$ cat src/rtl/mips_sequencer_if.sv
// Control/status bundle between the multi-cycle sequencer and the MIPS datapath.
// The sequencer is the slave: it consumes decode/handshake inputs and drives state, pc and strobes.
interface mips_sequencer_if #(
  parameter int PC_W  = 32,
  parameter int CNT_W = 16
);
  logic [5:0]       opcode;
  logic [15:0]      imm;
  logic [25:0]      jaddr;
  logic             alu_zero;
  logic             mem_ready;
  logic [2:0]       state;
  logic [PC_W-1:0]  pc;
  logic             reg_we;
  logic             mem_we;
  logic             halted;
  logic [CNT_W-1:0] retired;

  modport master (
    output opcode, imm, jaddr, alu_zero, mem_ready,
    input  state, pc, reg_we, mem_we, halted, retired
  );

  modport slave (
    input  opcode, imm, jaddr, alu_zero, mem_ready,
    output state, pc, reg_we, mem_we, halted, retired
  );
endinterface

$ cat src/rtl/mips_sequencer.sv
// Multi-cycle MIPS control sequencer: owns the PC, skips stages per opcode, waits on memory,
// resolves branches/jumps, counts retired instructions and halts on HALT or end of imem.
module mips_sequencer #(
  parameter int PC_W       = 32,
  parameter int IMEM_DEPTH = 64,
  parameter int CNT_W      = 16
) (
  input  logic              clk,
  input  logic              reset,
  mips_sequencer_if.slave   bus
);

  typedef enum logic [2:0] {
    S_FETCH     = 3'd0,
    S_DECODE    = 3'd1,
    S_EXECUTE   = 3'd2,
    S_MEMORY    = 3'd3,
    S_WRITEBACK = 3'd4,
    S_OUTPUT    = 3'd5,
    S_HALT      = 3'd6
  } state_t;

  localparam logic [5:0] OP_RTYPE = 6'h00;
  localparam logic [5:0] OP_J     = 6'h02;
  localparam logic [5:0] OP_BEQ   = 6'h04;
  localparam logic [5:0] OP_ADDI  = 6'h08;
  localparam logic [5:0] OP_LW    = 6'h23;
  localparam logic [5:0] OP_SW    = 6'h2B;
  localparam logic [5:0] OP_HALT  = 6'h3F;

  state_t           state_q, state_d;
  logic [PC_W-1:0]  pc_q, pc_d;
  logic [5:0]       op_q, op_d;
  logic [CNT_W-1:0] retired_q, retired_d;
  logic             reg_we_q, reg_we_d;
  logic             mem_we_q, mem_we_d;
  logic             halted_q, halted_d;

  logic [PC_W-1:0]  pc_inc;
  logic [PC_W-1:0]  branch_off;
  logic [PC_W-1:0]  jump_target;

  assign pc_inc      = pc_q + PC_W'(1);
  assign branch_off  = {{(PC_W-16){bus.imm[15]}}, bus.imm};
  assign jump_target = {{(PC_W-26){1'b0}}, bus.jaddr};

  always_comb begin
    state_d   = state_q;
    pc_d      = pc_q;
    op_d      = op_q;
    retired_d = retired_q;

    case (state_q)
      S_FETCH: begin
        if (bus.mem_ready) state_d = S_DECODE;
      end
      // Opcode is captured here so later stages do not depend on the decode bus staying stable.
      S_DECODE: begin
        op_d    = bus.opcode;
        state_d = (bus.opcode == OP_HALT) ? S_HALT : S_EXECUTE;
      end
      S_EXECUTE: begin
        pc_d = pc_inc;
        case (op_q)
          OP_LW, OP_SW:      state_d = S_MEMORY;
          OP_RTYPE, OP_ADDI: state_d = S_WRITEBACK;
          OP_BEQ: begin
            if (bus.alu_zero) pc_d = pc_inc + branch_off;
            state_d = S_OUTPUT;
          end
          OP_J: begin
            pc_d    = jump_target;
            state_d = S_OUTPUT;
          end
          default:           state_d = S_OUTPUT;
        endcase
      end
      S_MEMORY: begin
        if (bus.mem_ready) state_d = (op_q == OP_SW) ? S_OUTPUT : S_WRITEBACK;
      end
      S_WRITEBACK: state_d = S_OUTPUT;
      // pc already holds the next instruction index, so the bound check uses it directly.
      S_OUTPUT: begin
        retired_d = retired_q + CNT_W'(1);
        state_d   = (pc_q >= PC_W'(IMEM_DEPTH)) ? S_HALT : S_FETCH;
      end
      S_HALT:  state_d = S_HALT;
      default: state_d = S_HALT;
    endcase

    reg_we_d = (state_d == S_WRITEBACK);
    mem_we_d = (state_d == S_MEMORY) && (op_d == OP_SW);
    halted_d = halted_q || (state_d == S_HALT);
  end

  always_ff @(posedge clk or posedge reset) begin
    if (reset) begin
      state_q   <= S_FETCH;
      pc_q      <= '0;
      op_q      <= '0;
      retired_q <= '0;
      reg_we_q  <= 1'b0;
      mem_we_q  <= 1'b0;
      halted_q  <= 1'b0;
    end else begin
      state_q   <= state_d;
      pc_q      <= pc_d;
      op_q      <= op_d;
      retired_q <= retired_d;
      reg_we_q  <= reg_we_d;
      mem_we_q  <= mem_we_d;
      halted_q  <= halted_d;
    end
  end

  assign bus.state   = state_q;
  assign bus.pc      = pc_q;
  assign bus.reg_we  = reg_we_q;
  assign bus.mem_we  = mem_we_q;
  assign bus.halted  = halted_q;
  assign bus.retired = retired_q;

endmodule

$ cat src/flat_wrapper.sv
// flat-port wrapper written by rule: the top's interface ports become plain ports
module mips_sequencer_flat 
#(
  parameter int PC_W       = 32,
  parameter int IMEM_DEPTH = 64,
  parameter int CNT_W      = 16
)
  (clk, reset, bus_opcode, bus_imm, bus_jaddr, bus_alu_zero, bus_mem_ready, bus_state, bus_pc, bus_reg_we, bus_mem_we, bus_halted, bus_retired);
  mips_sequencer_if #(.PC_W(PC_W), .CNT_W(CNT_W)) bus_i ();
  input  logic clk;
  input  logic reset;
  input wire logic [$bits(bus_i.opcode)-1:0] bus_opcode;
  input wire logic [$bits(bus_i.imm)-1:0] bus_imm;
  input wire logic [$bits(bus_i.jaddr)-1:0] bus_jaddr;
  input wire logic [$bits(bus_i.alu_zero)-1:0] bus_alu_zero;
  input wire logic [$bits(bus_i.mem_ready)-1:0] bus_mem_ready;
  output wire logic [$bits(bus_i.state)-1:0] bus_state;
  output wire logic [$bits(bus_i.pc)-1:0] bus_pc;
  output wire logic [$bits(bus_i.reg_we)-1:0] bus_reg_we;
  output wire logic [$bits(bus_i.mem_we)-1:0] bus_mem_we;
  output wire logic [$bits(bus_i.halted)-1:0] bus_halted;
  output wire logic [$bits(bus_i.retired)-1:0] bus_retired;
  assign bus_i.opcode = bus_opcode;
  assign bus_i.imm = bus_imm;
  assign bus_i.jaddr = bus_jaddr;
  assign bus_i.alu_zero = bus_alu_zero;
  assign bus_i.mem_ready = bus_mem_ready;
  assign bus_state = bus_i.state;
  assign bus_pc = bus_i.pc;
  assign bus_reg_we = bus_i.reg_we;
  assign bus_mem_we = bus_i.mem_we;
  assign bus_halted = bus_i.halted;
  assign bus_retired = bus_i.retired;
  mips_sequencer #(.PC_W(PC_W), .IMEM_DEPTH(IMEM_DEPTH), .CNT_W(CNT_W)) u_core (.clk(clk), .reset(reset), .bus(bus_i));
endmodule
$ cat config.mk
export PLATFORM = sky130hd
export DESIGN_NAME = mips_sequencer_flat
export DESIGN_NICKNAME = d
export VERILOG_FILES = /design/src/rtl/mips_sequencer_if.sv /design/src/rtl/mips_sequencer.sv /design/src/flat_wrapper.sv
export SDC_FILE = /design/constraint.sdc
export NUM_CORES = 1
export LEC_CHECK = 0
export ABC_AREA = 0
export ABC_CLOCK_PERIOD_IN_PS = 4360
export CORE_ASPECT_RATIO = 0.75
export CORE_MARGIN = 5
export CORE_UTILIZATION = 50
export CTS_BUF_LIST = sky130_fd_sc_hd__clkbuf_16
export DETAILED_ROUTE_END_ITERATION = 10
export HOLD_SLACK_MARGIN = 0.08
export PLACE_DENSITY = 0.89
export SYNTH_ARGS = -nofsm -noshare
export SYNTH_HDL_FRONTEND = slang
export SYNTH_SLANG_ARGS = --single-unit
$ cat constraint.sdc
create_clock -name clk -period 4.36 [get_ports clk]
set_input_delay 0.654 -clock clk [delete_from_list [all_inputs] [get_ports clk]]
set_output_delay 0.654 -clock clk [all_outputs]
set_load 0.005 [all_outputs]
Word-level counts from Yosys, hierarchy flattened
Index checks and enable logic that the tools add are counted.
{"block": "totals", "out_inout_bits": 54, "reg_bits": 60, "input_bits": 52, "word_cells": 42}
{"block": "op_classes", "addsub": 3, "muxes": 10, "n_eq_ne": 15, "n_lt_le_gt_ge": 1, "n_reduce_logical": 6}
{"cell": "$pmux W32 S2", "n": 1}
{"cell": "$add A32 B1 Y32 const B", "n": 1}
{"cell": "$add A32 B32 Y32", "n": 1}
{"cell": "$ge A32 B7 Y1 const B", "n": 1}
{"cell": "$mux W32", "n": 1}
{"cell": "$eq A6 B6 Y1 const B", "n": 4}
{"cell": "$pmux W3 S6", "n": 1}
{"cell": "$add A16 B1 Y16 const B", "n": 1}
{"cell": "$eq A3 B3 Y1 const B", "n": 4}
{"cell": "$mux W3", "n": 4}
{"cell": "$eq A3 B2 Y1 const B", "n": 3}
{"cell": "$eq A6 B2 Y1 const B", "n": 1}
{"cell": "$eq A6 B3 Y1 const B", "n": 1}
{"cell": "$eq A6 B4 Y1 const B", "n": 1}
{"cell": "$logic_not A6 Y1", "n": 1}
{"cell": "$mux W6", "n": 1}
{"cell": "$pmux W3 S2", "n": 1}
{"cell": "$reduce_or A2 Y1", "n": 2}
{"cell": "$eq A3 B1 Y1 const B", "n": 1}
{"cell": "$logic_not A3 Y1", "n": 1}
{"cell": "$logic_and A1 B1 Y1", "n": 1}
{"cell": "$logic_or A1 B1 Y1", "n": 1}
{"cell": "$mux W1", "n": 1}

Longest topological paths before layout
{"block": "logic_depth", "depth_word": 6, "depth_mapped": 15, "mapped_depth_nobuf": 15}

Worst setup path before layout
No wires, ideal clock.
{"block": "synth_timing", "path_type": "reg-to-reg", "from": "register u_core.pc_q[9], in the netlist u_core.bus.pc[9]", "to": "register u_core.pc_q[31], in the netlist u_core.bus.pc[31]", "arrival_time_ns": 3.395, "path_stages_with_launch": 15, "setup_ns": 0.126, "setup_slack_ns": 0.839, "period_less_slack_ns": 3.521, "t_required_ns": 4.234, "n_path_buf": 1, "cell_sequence": "dfrtp_1 > and4_4 > nand3_4 > nor3_1 > nand2_1 > xnor2_1 > ha_1 > clkbuf_1 > and3_1 > a221oi_1 > o211ai_1 > o31ai_4 > nor2_2 > o21a_1 > o32a_1"}
{"block": "synth_via", "elab_chain_cells": 4}
{"element": "from (decl)", "line_no": "mips_sequencer.sv:32", "source": "logic [PC_W-1:0] pc_q, pc_d;"}
{"element": "from (signal assigned)", "line_no": "mips_sequencer.sv:107", "source": "pc_q <= pc_d;"}
{"element": "$add A32 B1 Y32 (*)", "line_no": "mips_sequencer.sv:43", "source": "assign pc_inc = pc_q + PC_W'(1);"}
{"element": "$add A32 B32 Y32", "line_no": "mips_sequencer.sv:68", "source": "if (bus.alu_zero) pc_d = pc_inc + branch_off;"}
{"element": "$mux W32", "line_no": "mips_sequencer.sv:68"}
{"element": "$pmux W32 S2 (*)", "line_no": "mips_sequencer.sv:64", "source": "case (op_q)"}
Mark *: on every way between the ends. The rest lies on a longest branch, timed or not.
A chain may end at the register's enable or synchronous reset.

Worst setup path in the final report
{"block": "layout_timing", "from": "register u_core.pc_q[2], in the netlist u_core.bus.pc[2]", "to": "register u_core.pc_q[31], in the netlist u_core.bus.pc[31]"}
The elaborated chain is that of the path after synthesis.

==> results.cfg <==
[run_status]
status = finished clean

[grt]
grt_max_degree = 41
grt_first_pass_wirelength_um = 29300
grtUsageTotal_pct = 28.1
grt_pass1_vias = 5634
grt.overflow.total = 0
antenna_found_initial = 0

[worst_setup_path]
r2r-end = u_core.bus.pc[31]$_DFFE_PP0P_
reg2reg_slack_ps = 340
critPathMaxStageDelay_ps = 460
r2r-start = u_core.bus.pc[2]$_DFFE_PP0P_
crit_fanout = 7
critical_path_class = flip-flop to flip-flop
critPathSlowestCell = nor3_1
critical_path_required_ps = 4570
cp-start-kind = flip-flop
reg2reg_depth = 13
crit_chain = and4_2, nand4_4, nor3_1, nand3_1, xnor2_1, ha_1, and3_1, a221oi_1, o211ai_1, o31ai_4, nor2_2, o21a_1, o32a_1
crit_arrival_ps = 4240
endpoint_kind = flip-flop

[clock_network]
cts_buffer_depth = 2
holdBufCountCts = 0
cts_tree = yes
cts-root-buf = clkbuf_16
insertion_delay_ps = 330
cts.sinks = 60
ctsResizeCount = 0
htreeDepth = 3
post_cts_buffers = 0
cts_made_buffers = 9
path_clk_slew_ps = 50

[timing]
fmax_mhz = 249
slew_viol_final = 0
timing.slew.headroom_pct = 32.9
finClkSkew_ps = 6.39
rsz0062_at_grt = false
fin_crit_sh_pct = 92.2
fin_hold_ws_ps = 462
hold_violations = 0
min_period_ps = 4020
tightest_slew_ps = 1000
finalSetupViolations = 0
tns_ps = 0

[power_and_ir_drop]
p_leak_nw = 2.88
vdd_ir_drop_max_mv = 0.214
powerDensity_mw_per_mm2 = 215
total_power_w = 0.00149

[routing]
wl_per_cell_um = 20.1
drtIter0Drc = 730
ant_nets = 0
dr_total_vias = 5879
drt_pass1_iterations = 8
route.detailed.drc = 0
drt-vias-per-instance = 6.47
wirelength_um = 18300

[floorplan]
die_w_um = 131
rows = 33
start_util_pct = 50.6
pin_count = 106
core_mm2 = 0.0108
dieArea_mm2 = 0.0132
fp.dieH_um = 101

[synthesis]
ys_ff_latch = 60
ys.flop_type = dfrtp_1
synthCells = 665
yosysSeqAreaShare_pct = 27.4
synth.avg_cell_area_um2 = 8.23
ys_types = 72
synth_nets = 753
yosys_warnings = 0
async_flop_share_pct = 100
syn-cell-area_mm2 = 0.00547
synth_edf_count = 0

[min_path]
hold_class = flip-flop to flip-flop
holdPathStages = 1
worstHoldStart = u_core.bus.halted$_DFF_PP0_
hold_end = u_core.bus.halted$_DFF_PP0_

[finish]
drive_gt1_share_pct = 7.02
layout.cells.non_filler = 909
nFillCells = 882
antennaDiodeCount = 0
syn2layout_area_growth_pct = 26.6
finalNetCount = 852
finish.utilization_pct = 64.0

[placed_design]
dp_hpwl_um = 13900
port_buffers = 105
dp.cells = 893
place_congestion = 1.02

[run]
drv_cap = 0
==> sequential cells by signal, indices dropped and copies added, names as in the netlist <==
signal / flops
u_core.bus.reg_we: 1
u_core.bus.state: 3
u_core.bus.halted: 1
u_core.bus.pc: 32
u_core.bus.mem_we: 1
u_core.op_q: 6
u_core.bus.retired: 16
==> cells in the mapped netlist (all sizes together) (13+ instances only) <==
master,instances,share of area (%)
nand2,69,4.7
a21oi,60,5.8
dfrtp,60,27
nor2,57,4.0
xnor2,40,6.4
ha,35,8.0
o21ai,34,3.1
nand3,30,3.1
xor2,26,4.2
clkbuf,22,1.5
nand4,18,2.4
inv,17,1.2
a221oi,15,2.4
and3,15,1.7
nor3,14,1.4
nor4,14,2.3
a21o,13,1.8
==> layer usage <==
metal  up-vias  routed length (um)  part of all wire, %  global-route usage, %
met5         -                   0                    0                      0
met4         0                 495                  2.7                   8.46
met3        43                2320                   13                   10.4
met2       361                8040                   44                   41.8
met1      2794                7450                   41                   38.0
li1       2681                   -                    -                      -
==> worst max-delay path: cells and delay by family, from the launching register on <==
family,cells,cell delay (ps)
xor+xnor,1,230
fa+ha+maj,1,320
compound gates,5,1400
simple gates,6,1500
flops,1,440
==> worst max path at each step <==
stage	slack (ps)	end	from
after floorplan	840	u_core.bus.pc[31]$_DFFE_PP0P_	u_core.bus.pc[9]$_DFFE_PP0P_
after global placement	540	u_core.bus.pc[31]$_DFFE_PP0P_	u_core.bus.pc[2]$_DFFE_PP0P_
after detailed placement	450	u_core.bus.pc[31]$_DFFE_PP0P_	u_core.bus.pc[0]$_DFFE_PP0P_
after CTS	420	u_core.bus.pc[31]$_DFFE_PP0P_	u_core.bus.pc[2]$_DFFE_PP0P_
after global routing	100	u_core.bus.pc[31]$_DFFE_PP0P_	u_core.bus.pc[2]$_DFFE_PP0P_
final	340	u_core.bus.pc[31]$_DFFE_PP0P_	u_core.bus.pc[2]$_DFFE_PP0P_
==> cell type report <==
| type | instances | area, um2 | share of cell area (%) |
|---|---|---|---|
| Multi-Input combinational cell | 558 | 3780 | 54.5 |
| Sequential cell | 60 | 1500 | 21.7 |
| Timing Repair Buffer | 118 | 1150 | 16.6 |
| Clock buffer | 9 | 225 | 3.25 |
| Tap cell | 140 | 175 | 2.53 |
| Inverter | 17 | 63.8 | 0.921 |
| Clock inverter | 7 | 36.3 | 0.524 |
==> report_power, final <==
group | leakage, nW | internal (W) | switching, W | total (W)
logic | 2.01 | 0.000133 | 0.000155 | 0.000288
clock network | 0.131 | 0.000375 | 0.000253 | 0.000628
registers | 0.739 | 0.000562 | 0.0000125 | 0.000575
==> placed cells by master (no fill, tap or decap), types with 11 or more instances in the layout <==
cell / count
a21o_1: 13
a21oi_1: 58
a221oi_1: 15
and3_1: 15
buf_4: 13
clkdlybuf4s50_1: 105
dfrtp_1: 60
ha_1: 35
inv_1: 18
nand2_1: 69
nand3_1: 28
nand4_1: 16
nor2_1: 56
nor3_1: 13
nor4_1: 11
o21ai_0: 33
xnor2_1: 40
xor2_1: 26
==> per-stage QoR <==
step                cell area (um2)  setup slack [ps]
CTS                            6930               416
finish                         6930               338
global route                   6930               104
floorplan                      5470               839
global placement               6670               543
detailed placement             6670               452
==> logic make-up (layout without fill, tap and decap cells) <==
family / Yosys count / count (layout) / share of synthesized area, %
AO/OA/AOI/OAI: 198 / 198 / 24.2
XOR/XNOR: 66 / 66 / 10.6
adder cells (fa/ha/maj): 36 / 36 / 8.37
buffers and inverters: 47 / 151 / 3.50
flip-flops: 60 / 60 / 27.4
multiplexers: 12 / 12 / 2.40
AND/OR/NAND/NOR: 246 / 246 / 23.5
Power figures use the tool's default switching activity.
